===== src/rtl/spi_read_serializer.sv =====
// ---------------------------------------------------------------------------
// spi_read_serializer
//
// SPI peripheral-side front end. It receives an MSB-first command byte
// {write_flag, start_address[ADDR_W-1:0]}. A read command fetches bytes from
// a register file and shifts them out on poci, MSB first. A write command
// parks the block in WRITE with the read port idle. Pulling full_rstn low
// (chip-select high, or system reset) ends any transaction.
//
// Build option: define ADDR_AUTOINC_EN to step the read address after every
// byte. When it is undefined, every byte re-reads the start address.
//
// Ports
//   spi_clk    in   SPI clock; all state advances on the rising edge
//   full_rstn  in   async active-low reset (cs AND rstn)
//   pico       in   controller-to-peripheral data, sampled on rising edge
//   poci       out  peripheral-to-controller data, updated on falling edge
//   rd_en      out  combinational read strobe to the register file
//   rd_addr    out  combinational read address, valid while rd_en=1
//   rdata      in   register-file data, combinational from rd_addr
//   is_read    out  registered; set once a read command is decoded
//   tx_bytes   out  registered, saturating count of bytes loaded for transmit
// ---------------------------------------------------------------------------
module spi_read_serializer #(
    parameter int ADDR_W = 7
) (
    input  logic              spi_clk,
    input  logic              full_rstn,
    input  logic              pico,
    output logic              poci,
    output logic              rd_en,
    output logic [ADDR_W-1:0] rd_addr,
    input  logic [7:0]        rdata,
    output logic              is_read,
    output logic [7:0]        tx_bytes
);

    typedef enum logic [1:0] {
        ST_CMD   = 2'd0,
        ST_READ  = 2'd1,
        ST_WRITE = 2'd2
    } state_t;

    state_t            state_r;
    logic [2:0]        bit_cnt_r;
    logic [ADDR_W-1:0] cmd_sr_r;
    logic [7:0]        tx_sr_r;
    logic [ADDR_W-1:0] addr_r;
    logic              is_read_r;
    logic [7:0]        tx_bytes_r;
    logic              poci_r;

    logic              rd_en_s;
    logic [ADDR_W-1:0] rd_addr_s;
    logic [ADDR_W-1:0] start_addr_s;

    // Address held for the following byte: stepped or held by build option.
    function automatic logic [ADDR_W-1:0] next_addr(input logic [ADDR_W-1:0] a);
`ifdef ADDR_AUTOINC_EN
        next_addr = a + {{(ADDR_W-1){1'b0}}, 1'b1};
`else
        next_addr = a;
`endif
    endfunction

    // The last command bit is still on pico, so it is spliced in directly.
    assign start_addr_s = {cmd_sr_r[ADDR_W-2:0], pico};

    // Read strobe and address: first fetch at the end of the command byte,
    // then one fetch at the last bit of every transmitted byte.
    always_comb begin
        rd_en_s   = 1'b0;
        rd_addr_s = addr_r;
        if (!full_rstn) begin
            rd_en_s   = 1'b0;
            rd_addr_s = addr_r;
        end else begin
            case (state_r)
                ST_CMD: begin
                    if ((bit_cnt_r == 3'd7) && !cmd_sr_r[ADDR_W-1]) begin
                        rd_en_s   = 1'b1;
                        rd_addr_s = start_addr_s;
                    end else begin
                        rd_en_s   = 1'b0;
                        rd_addr_s = addr_r;
                    end
                end
                ST_READ: begin
                    if (bit_cnt_r == 3'd7) begin
                        rd_en_s   = 1'b1;
                        rd_addr_s = addr_r;
                    end else begin
                        rd_en_s   = 1'b0;
                        rd_addr_s = addr_r;
                    end
                end
                default: begin
                    rd_en_s   = 1'b0;
                    rd_addr_s = addr_r;
                end
            endcase
        end
    end

    // Command decode, transmit shift register, address and byte counter.
    always_ff @(posedge spi_clk or negedge full_rstn) begin
        if (!full_rstn) begin
            state_r    <= ST_CMD;
            bit_cnt_r  <= 3'd0;
            cmd_sr_r   <= {ADDR_W{1'b0}};
            tx_sr_r    <= 8'd0;
            addr_r     <= {ADDR_W{1'b0}};
            is_read_r  <= 1'b0;
            tx_bytes_r <= 8'd0;
        end else begin
            bit_cnt_r <= bit_cnt_r + 3'd1;
            if (rd_en_s) begin
                addr_r <= next_addr(rd_addr_s);
                if (tx_bytes_r != 8'd255) begin
                    tx_bytes_r <= tx_bytes_r + 8'd1;
                end
            end
            case (state_r)
                ST_CMD: begin
                    cmd_sr_r <= {cmd_sr_r[ADDR_W-2:0], pico};
                    if (bit_cnt_r == 3'd7) begin
                        if (cmd_sr_r[ADDR_W-1]) begin
                            state_r <= ST_WRITE;
                        end else begin
                            state_r   <= ST_READ;
                            is_read_r <= 1'b1;
                            tx_sr_r   <= rdata;
                        end
                    end
                end
                ST_READ: begin
                    if (bit_cnt_r == 3'd7) begin
                        tx_sr_r <= rdata;
                    end else begin
                        tx_sr_r <= {tx_sr_r[6:0], 1'b0};
                    end
                end
                ST_WRITE: begin
                    state_r <= ST_WRITE;
                end
                default: begin
                    state_r <= ST_CMD;
                end
            endcase
        end
    end

    // Launch on the falling edge so the controller samples a settled bit
    // on the next rising edge; quiet outside READ.
    always_ff @(negedge spi_clk or negedge full_rstn) begin
        if (!full_rstn) begin
            poci_r <= 1'b0;
        end else begin
            poci_r <= (state_r == ST_READ) ? tx_sr_r[7] : 1'b0;
        end
    end

    assign poci     = poci_r;
    assign rd_en    = rd_en_s;
    assign rd_addr  = rd_addr_s;
    assign is_read  = is_read_r;
    assign tx_bytes = tx_bytes_r;

endmodule


===== config.mk =====
export PLATFORM = sky130hd
export DESIGN_NAME = spi_read_serializer
export DESIGN_NICKNAME = d
export VERILOG_FILES = /design/src/rtl/spi_read_serializer.sv
export SDC_FILE = /design/constraint.sdc
export NUM_CORES = 1
export LEC_CHECK = 0
export CORE_ASPECT_RATIO = 0.8
export CORE_MARGIN = 5
export CORE_UTILIZATION = 50
export DETAILED_ROUTE_END_ITERATION = 7
export HOLD_SLACK_MARGIN = 0.1
export PLACE_DENSITY_LB_ADDON = 0.15
export SLEW_MARGIN = 20
export SYNTH_ARGS = -nofsm -noshare
export SYNTH_HDL_FRONTEND = slang
export SYNTH_SLANG_ARGS = --single-unit

===== constraint.sdc =====
create_clock -name spi_clk -period 5.8 [get_ports spi_clk]
set_clock_uncertainty 0.1 [all_clocks]
set_input_delay 1.16 -clock spi_clk [delete_from_list [all_inputs] [get_ports spi_clk]]
set_output_delay 1.16 -clock spi_clk [all_outputs]
set_load 0.01 [all_outputs]

* Word-level counts from Yosys, hierarchy flattened
Cells that the tools add are included.
** Operators by class
- Add/subtract/negate cells :: 2
- Equal/unequal tests :: 6
- Multiplexer cells :: 15
- Bitwise logic cells :: 2
- Reductions and logical operators :: 8
** Operator list (count)
- $mux 8 :: 3
- $mux 7 :: 3
- $pmux 8 s2 :: 1
- $add 8x1->8 const B :: 1
- $ne 8x8->1 const B :: 1
- $pmux 2 s3 :: 1
- $reduce_and 3->1 :: 2
- $mux 1 :: 4
- $mux 2 :: 2
- $ne 2x2->1 const B :: 2
- $reduce_and 2->1 :: 2
- $add 3x1->3 const B :: 1
- $eq 3x3->1 const B :: 1
- $eq 2x1->1 const B :: 1
- $eq 2x2->1 const B :: 1
- $logic_not 2->1 :: 1
- $not 1->1 :: 2
- $pmux 1 s2 :: 1
- $reduce_bool 2->1 :: 1
- $logic_and 1x1->1 :: 1
- $logic_not 1->1 :: 1
** Word-level totals
- Register bits after elaboration :: 37
- Input bits :: 11
- Output and inout port bits :: 18
- Word-level logic and storage cells :: 41

* Depth between registers and ports, before layout
Gate-level depths: netlist of run 1.
- Word-level depth :: 6
- Depth in mapped cells :: 7
- Mapped depth without buffers :: 6

==> results.sh, run 1 <==
export IMPL_run_status="finished, final reports clean"
export IMPL_die_height_um=62.5
export IMPL_share_of_cell_area_taken_by_muxes_after_synthesis_pct=23.2
export IMPL_dp_hpwl_um=2140
export IMPL_crit_reg_reg_endpoint="poci"
export IMPL_postSynthNetCount=148
export IMPL_rr_worst_depth=1
export IMPL_power_density_nw_per_um2=461
export IMPL_core_area_um2=3380
export IMPL_postSynthAreaPerCell_um2=12.8
export IMPL_grt_pass1_wl_um=5090
export IMPL_power_clock_fraction_pct=19.3
export IMPL_final_max_slew_violation_count=0
export IMPL_hold_path_endpoint="bit_cnt_r[0]"
export IMPL_power_net_switching_mw=0.293
export IMPL_max_slew_margin_rel_pct=62.5
export IMPL_h_tree_depth=2
export IMPL_hold_start="bit_cnt_r[0]"
export IMPL_routed_wl_um=2790
export IMPL_track_usage_pct=13.9
export IMPL_power_combinational_fraction_pct=36.6
export IMPL_ant_nets=0
export IMPL_synthesis_instances=134
export IMPL_numCtsBuffers=5
export IMPL_effective_utilization_at_floorplan_pct=51.0
export IMPL_path_max_fanout=1
export IMPL_detailedRoute_firstIterationViolations=66
export IMPL_fp_dieArea_um2=4720
export IMPL_min_path_type="flip-flop to flip-flop"
export IMPL_post_synth_and_or_nand_nor_area_fraction_pct=11.6
export IMPL_cts_hold_buffers=0
export IMPL_r2r_slack_ns=1.98
export IMPL_timing_critical_path_to_type="primary output"
export IMPL_setup_tns_ns=0
export IMPL_cp_slowest_cell="sky130_fd_sc_hd__clkdlybuf4s50_1"
export IMPL_cp_arrival_ns=4.09
export IMPL_fin_nets=181
export IMPL_area_delta_synth_final_pct=23.7
export IMPL_yosys_area_share_xor_xnor_pct=1.02
export IMPL_synth_yosys_warnings=0
export IMPL_clockRootBuffer="sky130_fd_sc_hd__clkbuf_8"
export IMPL_clockBufferDepth=2
export IMPL_power_ir_vdd_worst_mv=0.212
export IMPL_rows=19
export IMPL_drt_pass1_iter_count=4
export IMPL_syn_area_um2=1720
export IMPL_num_vias=1094
export IMPL_worst_path_buf_inv=1
export IMPL_worst_hold_path_num_cells=1
export IMPL_switching_share_pct=29.8
export IMPL_synth_ff_latch_count=37
export IMPL_seqPwrFrac_pct=44.1
export IMPL_critPathTopFamily="buffers and inverters"
export IMPL_cts_tree="built"
export IMPL_gp_congestion=0.743
export IMPL_ctsResizeCount=0
export IMPL_fin_ws_ns=0.454
export IMPL_timing_critical_path_required_ns=4.54
export IMPL_synth_compound_gate_area_share_pct=5.23
export IMPL_crit_start_category="flip-flop"
export IMPL_drc_errors=0
export IMPL_vias_in_the_first_global_route=1127
export IMPL_grt_overflow=0
export IMPL_placement_setup_worst_slack_ns=0.751
export IMPL_detail_route_wl_per_cell_um=13.3
export IMPL_synth_top_family_by_area="multiplexers"
export IMPL_numClockSinks=37
export IMPL_io_pins=29
export IMPL_cap_viol_max_count=0
export IMPL_cellLeakagePower_nw=0.985
export IMPL_clk_pin_slew_worst_paths_ns=0.07
export IMPL_rr_startpoint="state_r[1]"
export IMPL_yosys_cell_types_count=35
export IMPL_worstPathCellList="clkdlybuf4s50_1"
export IMPL_layout_drive_gt1_share_pct=25.6
export IMPL_timing_final_hold_violations=0
export IMPL_n_antenna_cell=0
export IMPL_die_width_um=75.6
export IMPL_synth_seq_area_share_pct=53.8
export IMPL_io_buffer_count=28
export IMPL_timing_final_setup_violations=0
export IMPL_synthAdderAreaFrac_pct=2.18
export IMPL_fillCellCount=258
export IMPL_timing_setup_critical_path_class="flip-flop to primary output"
export IMPL_cellInternalPower_mw=0.689
export IMPL_grt_max_degree=26
export IMPL_grt_setup_unrepaired="false"
export IMPL_cp_slowest_stage_delay_ns=0.53
export IMPL_post_drt_via_cell_ratio=5.21
export IMPL_post_cts_setup_buffers=0
export IMPL_clkLatencyLatePin_ns=0.27
export IMPL_antenna_violations_before_repair=0
export IMPL_timing_worst_slew_pin_value_ns=0.562
power groups by stage:
stage               Sequential (mW)  Clock [mW]  Combinational (mW)
floorplan                     0.423           0               0.246
global placement              0.430           0               0.355
detailed placement            0.438           0               0.368
CTS                           0.434       0.195               0.367
global route                  0.447       0.207               0.399
finish                        0.433       0.189               0.359
metrics by stage:
step                      instances  hold WS, ns  util, %  area (um^2)  total power [mW]
final                           210        0.324     63.1         2130             0.981
after CTS                       210        0.333     63.1         2130             0.996
after global routing            210        0.353     63.1         2130              1.05
after global placement          202        0.313     60.1         2030             0.785
after detailed placement        202        0.324     60.1         2030             0.806
after floorplan                 134        0.301        -         1720             0.669
worst max-delay path by stage:
stage	start	to	depth (start not counted)
2_1_floorplan	poci	poci	0
3_3_place_gp	poci	poci	1
3_5_place_dp	poci	poci	1
4_1_cts	poci	poci	1
5_1_grt	poci	poci	1
6_report	poci	poci	1
layout by cell type (no fill, tap or decap):
cell type	instances
sky130_fd_sc_hd__nand2b_1	1
sky130_fd_sc_hd__o21ai_0	7
sky130_fd_sc_hd__nor3b_1	1
sky130_fd_sc_hd__nand2_4	1
sky130_fd_sc_hd__and4_1	1
sky130_fd_sc_hd__inv_1	4
sky130_fd_sc_hd__mux2_4	10
sky130_fd_sc_hd__and2_1	1
sky130_fd_sc_hd__clkinv_2	1
sky130_fd_sc_hd__dfrtn_1	1
sky130_fd_sc_hd__and2b_1	1
sky130_fd_sc_hd__and2b_2	1
sky130_fd_sc_hd__clkdlybuf4s50_1	27
sky130_fd_sc_hd__or2_2	1
sky130_fd_sc_hd__xor2_1	1
sky130_fd_sc_hd__xnor2_1	1
sky130_fd_sc_hd__buf_4	2
sky130_fd_sc_hd__buf_2	1
sky130_fd_sc_hd__and2_4	1
sky130_fd_sc_hd__mux2_2	15
sky130_fd_sc_hd__mux2i_1	8
sky130_fd_sc_hd__and3b_2	1
sky130_fd_sc_hd__dfrtp_1	36
sky130_fd_sc_hd__or2b_1	1
sky130_fd_sc_hd__o21ai_1	1
sky130_fd_sc_hd__ha_1	3
sky130_fd_sc_hd__nor2_1	5
sky130_fd_sc_hd__nand3_1	4
sky130_fd_sc_hd__clkbuf_8	7
sky130_fd_sc_hd__o2111a_1	1
sky130_fd_sc_hd__a31oi_1	2
sky130_fd_sc_hd__a21oi_1	3
sky130_fd_sc_hd__nand2_1	13
sky130_fd_sc_hd__nand4_1	2
sky130_fd_sc_hd__nor2_4	1
sky130_fd_sc_hd__o21bai_2	1
routing by layer:
metal  up-vias  track usage, %  routed length [um]
met5         -               0                   0
li1        535               -                   -
met2        20            22.3                1340
met1       537            18.0                1290
met4         0            3.28                  14
met3         2            4.82                 152
state kept, by name, indices dropped and copies added, names as in the netlist:
signal / count
is_read: 1
bit_cnt_r: 3
state_r: 2
addr_r: 7
poci: 1
tx_bytes: 8
cmd_sr_r: 7
tx_sr_r: 8
layout make-up:
class	count	area [um^2]	area share (%)
repair buffers	30	290	13.6
inverters	4	15.0	0.705
multi-input cells	89	744	35.0
well taps	42	52.6	2.47
clock inverters	1	5.00	0.235
clock buffers	7	96.3	4.52
flip-flops and latches	37	926	43.5
cell usage after synthesis (all sizes together):
cell,instances,share of area (%)
inv,4,0.87
dfrtp,36,52
ha,3,2.2
o21bai,1,0.65
and2b,2,0.95
a21oi,3,0.87
nand3,4,1.2
a31oi,2,0.73
and3b,1,0.58
dfrtn,1,1.5
o21ai,8,2.3
clkbuf,1,0.22
nand2,14,3.5
or2b,1,0.44
mux2i,8,4.7
and4,1,0.51
nor2,6,1.7
and2,2,0.87
o2111a,1,0.65
mux2,25,19
xor2,1,0.51
xnor2,1,0.51
nand4,2,0.73
or2,1,0.36
nand2b,1,0.36
buf,3,1.9
nor3b,1,0.44
logic make-up after synthesis:
group / Yosys count
buffers and inverters: 8
AOI/OAI and AO/OA: 15
xor gates and xnor gates: 2
adders and majority gates: 3
muxes: 33
and+or+nand+nor: 36
DFF: 37
No activity file was read; power rests on OpenSTA's default activity.
==> run 2, diff against run 1 <==
Settings changed: CORE_MARGIN 5 to 4, CORE_UTILIZATION 50 to 40.
==> results.sh, run 2 (same netlist as run 1, synthesis figures left out) <==
export IMPL_run_status="finished, final reports clean"
export IMPL_layout_drive_gt1_share_pct=24.4
export IMPL_track_usage_pct=12.7
export IMPL_vias_in_the_first_global_route=1109
export IMPL_worst_hold_path_num_cells=1
export IMPL_antenna_violations_before_repair=0
export IMPL_cts_tree="built"
export IMPL_effective_utilization_at_floorplan_pct=41.2
export IMPL_cp_slowest_stage_delay_ns=0.52
export IMPL_routed_wl_um=2930
export IMPL_worstPathCellList="clkdlybuf4s50_1"
export IMPL_final_cell_mix="sky130_fd_sc_hd__dfrtp_1, sky130_fd_sc_hd__clkdlybuf4s50_1, sky130_fd_sc_hd__mux2_2"
export IMPL_grt_max_degree=25
export IMPL_io_buffer_count=28
export IMPL_grt_overflow=0
export IMPL_fp_dieArea_um2=5420
export IMPL_h_tree_depth=2
export IMPL_final_max_slew_violation_count=0
export IMPL_timing_critical_path_required_ns=4.54
export IMPL_rr_startpoint="state_r[0]"
export IMPL_critPathTopFamily="buffers and inverters"
export IMPL_max_slew_margin_rel_pct=62.3
export IMPL_cts_hold_buffers=0
export IMPL_drc_errors=0
export IMPL_gp_congestion=0.761
export IMPL_detail_route_wl_per_cell_um=13.0
export IMPL_min_path_type="flip-flop to flip-flop"
export IMPL_timing_final_hold_violations=0
export IMPL_clockRootBuffer="sky130_fd_sc_hd__clkbuf_8"
export IMPL_hold_start="bit_cnt_r[0]"
export IMPL_dpl_instance_area_um2=2050
export IMPL_setup_tns_ns=0
export IMPL_worst_path_buf_inv=1
export IMPL_grt_setup_unrepaired="false"
export IMPL_dp_hpwl_um=2130
export IMPL_cap_viol_max_count=0
export IMPL_cp_slowest_cell="sky130_fd_sc_hd__clkdlybuf4s50_1"
export IMPL_power_density_nw_per_um2=456
export IMPL_drt_pass1_iter_count=4
export IMPL_rows=21
export IMPL_n_antenna_cell=0
export IMPL_timing_critical_path_to_type="primary output"
export IMPL_numCtsBuffers=5
export IMPL_worstSetupStartpoint="poci"
export IMPL_clockBufferDepth=2
export IMPL_clk_pin_slew_worst_paths_ns=0.07
export IMPL_numClockSinks=37
export IMPL_num_vias=1096
export IMPL_timing_worst_slew_pin_value_ns=0.565
export IMPL_io_pins=29
export IMPL_clkLatencyLatePin_ns=0.28
export IMPL_post_cts_setup_buffers=0
export IMPL_ctsResizeCount=0
export IMPL_ant_nets=0
export IMPL_core_area_um2=4180
export IMPL_cellLeakagePower_nw=0.976
export IMPL_crit_start_category="flip-flop"
export IMPL_path_max_fanout=1
export IMPL_grt_pass1_wl_um=5050
export IMPL_final_area_um2=2140
export IMPL_post_drt_via_cell_ratio=4.87
export IMPL_rr_worst_depth=1
export IMPL_timing_final_setup_violations=0
export IMPL_area_delta_synth_final_pct=24.1
export IMPL_timing_setup_critical_path_class="flip-flop to primary output"
export IMPL_fin_nets=181
export IMPL_die_width_um=81.4
export IMPL_crit_cells=1
export IMPL_detailedRoute_firstIterationViolations=46
export IMPL_layout_cells_most_common="sky130_fd_sc_hd__dfrtp_1"
export IMPL_die_height_um=66.7
export IMPL_power_ir_vdd_worst_mv=0.164
export IMPL_cp_arrival_ns=4.09
-- run 2: changes by cell type in the layout (fill, tap and decap cells not counted), sizes merged --
cell    delta
clkbuf     +1
clkinv     -1
-- run 2: final cells by class --
class | count | area (um^2)
Inverter | 4 | 15.0
Tap cell | 57 | 71.3
Sequential cell | 37 | 926
Timing Repair Buffer | 30 | 290
Fill cell | 364 | 2040
Clock buffer | 8 | 90.1
Multi-Input combinational cell | 89 | 744
-- run 2: final timing paths --
| path | to | slack, ns |
|---|---|---|
| max in group asynchronous | poci | 1.70 |
| min | bit_cnt_r[0] | 0.34 |
| max reg2reg | poci | 1.97 |
| max | poci | 0.45 |
| min in group asynchronous | tx_bytes[3] | 0.74 |
| min reg2reg | bit_cnt_r[0] | 0.34 |
-- run 2: where the power goes --
group	internal (mW)	switching [mW]	leakage [nW]
Combinational	0.224	0.135	0.471
Sequential	0.357	0.0746	0.460
Clock	0.0969	0.0857	0.0455
Total	0.678	0.295	0.976
-- run 2: through the flow --
step | hold slack [ns] | setup WS (ns) | power, mW | utilization, % | instances
2_1_floorplan | 0.301 | 1.23 | 0.669 | - | 134
3_3_place_gp | 0.311 | 0.749 | 0.785 | 49.0 | 217
3_5_place_dp | 0.335 | 0.756 | 0.803 | 49.0 | 217
4_1_cts | 0.345 | 0.440 | 0.988 | 51.2 | 225
5_1_grt | 0.351 | 0.406 | 1.05 | 51.2 | 225
6_report | 0.344 | 0.448 | 0.974 | 51.2 | 225
-- run 2: per-layer routing --
layer  vias up  wire length, um  track usage, %
met3         5              157            5.68
met2        29             1290            18.3
met4         0               47            5.06
met5         -                0               0
met1       530             1440            16.5
li1        532                -               -
==> run 3, diff against run 2 <==
Settings changed: PLACE_DENSITY_LB_ADDON 0.15 to 0.08.
==> results.sh, run 3 (same netlist as run 1, synthesis figures left out) <==
export IMPL_ant_nets=0
export IMPL_fin_cells=225
export IMPL_post_cts_setup_buffers=0
export IMPL_final_cell_mix="sky130_fd_sc_hd__dfrtp_1, sky130_fd_sc_hd__clkdlybuf4s50_1, sky130_fd_sc_hd__mux2_2"
export IMPL_critPathTopFamily="buffers and inverters"
export IMPL_path_max_fanout=1
export IMPL_area_delta_synth_final_pct=23.9
export IMPL_io_pins=29
export IMPL_crit_start_category="flip-flop"
export IMPL_antenna_violations_before_repair=0
export IMPL_fin_nets=181
export IMPL_num_vias=1098
export IMPL_max_slew_margin_rel_pct=62.7
export IMPL_grt_overflow=0
export IMPL_numCtsBuffers=5
export IMPL_timing_critical_path_required_ns=4.54
export IMPL_numClockSinks=37
export IMPL_clockBufferDepth=2
export IMPL_finalHoldWorstSlack_ns=0.337
export IMPL_gp_congestion=0.811
export IMPL_dp_hpwl_um=2160
export IMPL_track_usage_pct=12.9
export IMPL_fp_dieArea_um2=5420
export IMPL_post_drt_via_cell_ratio=4.88
export IMPL_n_antenna_cell=0
export IMPL_die_height_um=66.7
export IMPL_final_max_slew_violation_count=0
export IMPL_worst_path_buf_inv=1
export IMPL_clockRootBuffer="sky130_fd_sc_hd__clkbuf_8"
export IMPL_final_area_um2=2130
export IMPL_io_buffer_count=28
export IMPL_dpl_cell_count=217
export IMPL_power_density_nw_per_um2=452
export IMPL_cp_slowest_cell="sky130_fd_sc_hd__clkdlybuf4s50_1"
export IMPL_cap_viol_max_count=0
export IMPL_cellInternalPower_mw=0.664
export IMPL_routed_wl_um=2920
export IMPL_grt_setup_unrepaired="false"
export IMPL_rows=21
export IMPL_h_tree_depth=2
export IMPL_cts_tree="built"
export IMPL_power_net_switching_mw=0.301
export IMPL_cts_hold_buffers=0
export IMPL_timing_final_setup_violations=0
export IMPL_clk_pin_slew_worst_paths_ns=0.07
export IMPL_cp_arrival_ns=4.10
export IMPL_worstPathCellList="clkdlybuf4s50_1"
export IMPL_timing_final_hold_violations=0
export IMPL_ctsResizeCount=0
export IMPL_seqPwrFrac_pct=44.8
export IMPL_cp_slowest_stage_delay_ns=0.53
export IMPL_die_width_um=81.4
export IMPL_setup_tns_ns=0
export IMPL_detail_route_wl_per_cell_um=13.0
export IMPL_timing_worst_slew_pin_value_ns=0.559
export IMPL_vias_in_the_first_global_route=1159
export IMPL_clkLatencyLatePin_ns=0.28
export IMPL_switching_share_pct=31.2
export IMPL_detailedRoute_firstIterationViolations=63
export IMPL_layout_drive_gt1_share_pct=25.6
export IMPL_grt_max_degree=28
export IMPL_power_combinational_fraction_pct=37.6
export IMPL_drt_pass1_iter_count=3
export IMPL_power_ir_vdd_worst_mv=0.169
export IMPL_timing_critical_path_to_type="primary output"
export IMPL_cellLeakagePower_nw=0.975
export IMPL_power_clock_fraction_pct=17.6
export IMPL_min_path_type="flip-flop to flip-flop"
export IMPL_drc_errors=0
export IMPL_layout_cells_most_common="sky130_fd_sc_hd__dfrtp_1"
export IMPL_run_status="finished, final reports clean"
export IMPL_effective_utilization_at_floorplan_pct=41.2
export IMPL_dpl_instance_area_um2=2050
export IMPL_grt_pass1_wl_um=5220
export IMPL_core_area_um2=4180
export IMPL_timing_setup_critical_path_class="flip-flop to primary output"
-- run 3: layer usage --
layer  vias to the layer above  GRT usage, %  wire length [um]
li1                        535             -                 -
met1                       535          15.6              1340
met2                        24          20.8              1400
met3                         4          3.78               149
met4                         0          6.33                38
met5                         -             0                 0
-- run 3: metrics by stage --
step           utilization, %  worst slack (ns)  power, mW
4_1_cts                  51.1             0.421      0.983
5_1_grt                  51.1             0.396       1.04
3_5_place_dp             49.0             0.738      0.806
2_1_floorplan               -              1.23      0.669
3_3_place_gp             49.0             0.748      0.788
6_report                 51.1             0.442      0.965
-- run 3: path summary, 6_finish.rpt --
path                              start      endpoint  slack (ns)  depth (start not counted)
hold / removal             bit_cnt_r[0]  bit_cnt_r[0]        0.34                          1
hold reg to reg            bit_cnt_r[0]  bit_cnt_r[0]        0.34                          1
setup reg to reg             state_r[1]          poci        1.97                          1
setup / recovery                   poci          poci        0.44                          1
min in group asynchronous     full_rstn   tx_bytes[4]        0.65                          1
max in group asynchronous     full_rstn          poci        1.91                          1
-- run 3: power groups by stage --
| stage | Sequential, mW | Combinational, mW | Clock, mW |
|---|---|---|---|
| final | 0.432 | 0.363 | 0.170 |
| after global routing | 0.451 | 0.403 | 0.190 |
| after CTS | 0.433 | 0.371 | 0.179 |
| after detailed placement | 0.437 | 0.369 | 0 |
| after global placement | 0.431 | 0.357 | 0 |
| after floorplan | 0.423 | 0.246 | 0 |
-- run 3: layout make-up --
class | instances | area [um^2]
timing repair buffer | 30 | 290
tap | 57 | 71.3
clock inverter | 3 | 17.5
sequential | 37 | 926
fill | 353 | 2040
multi-input combinational | 89 | 744
inverter | 4 | 15.0
clock buffer | 5 | 68.8
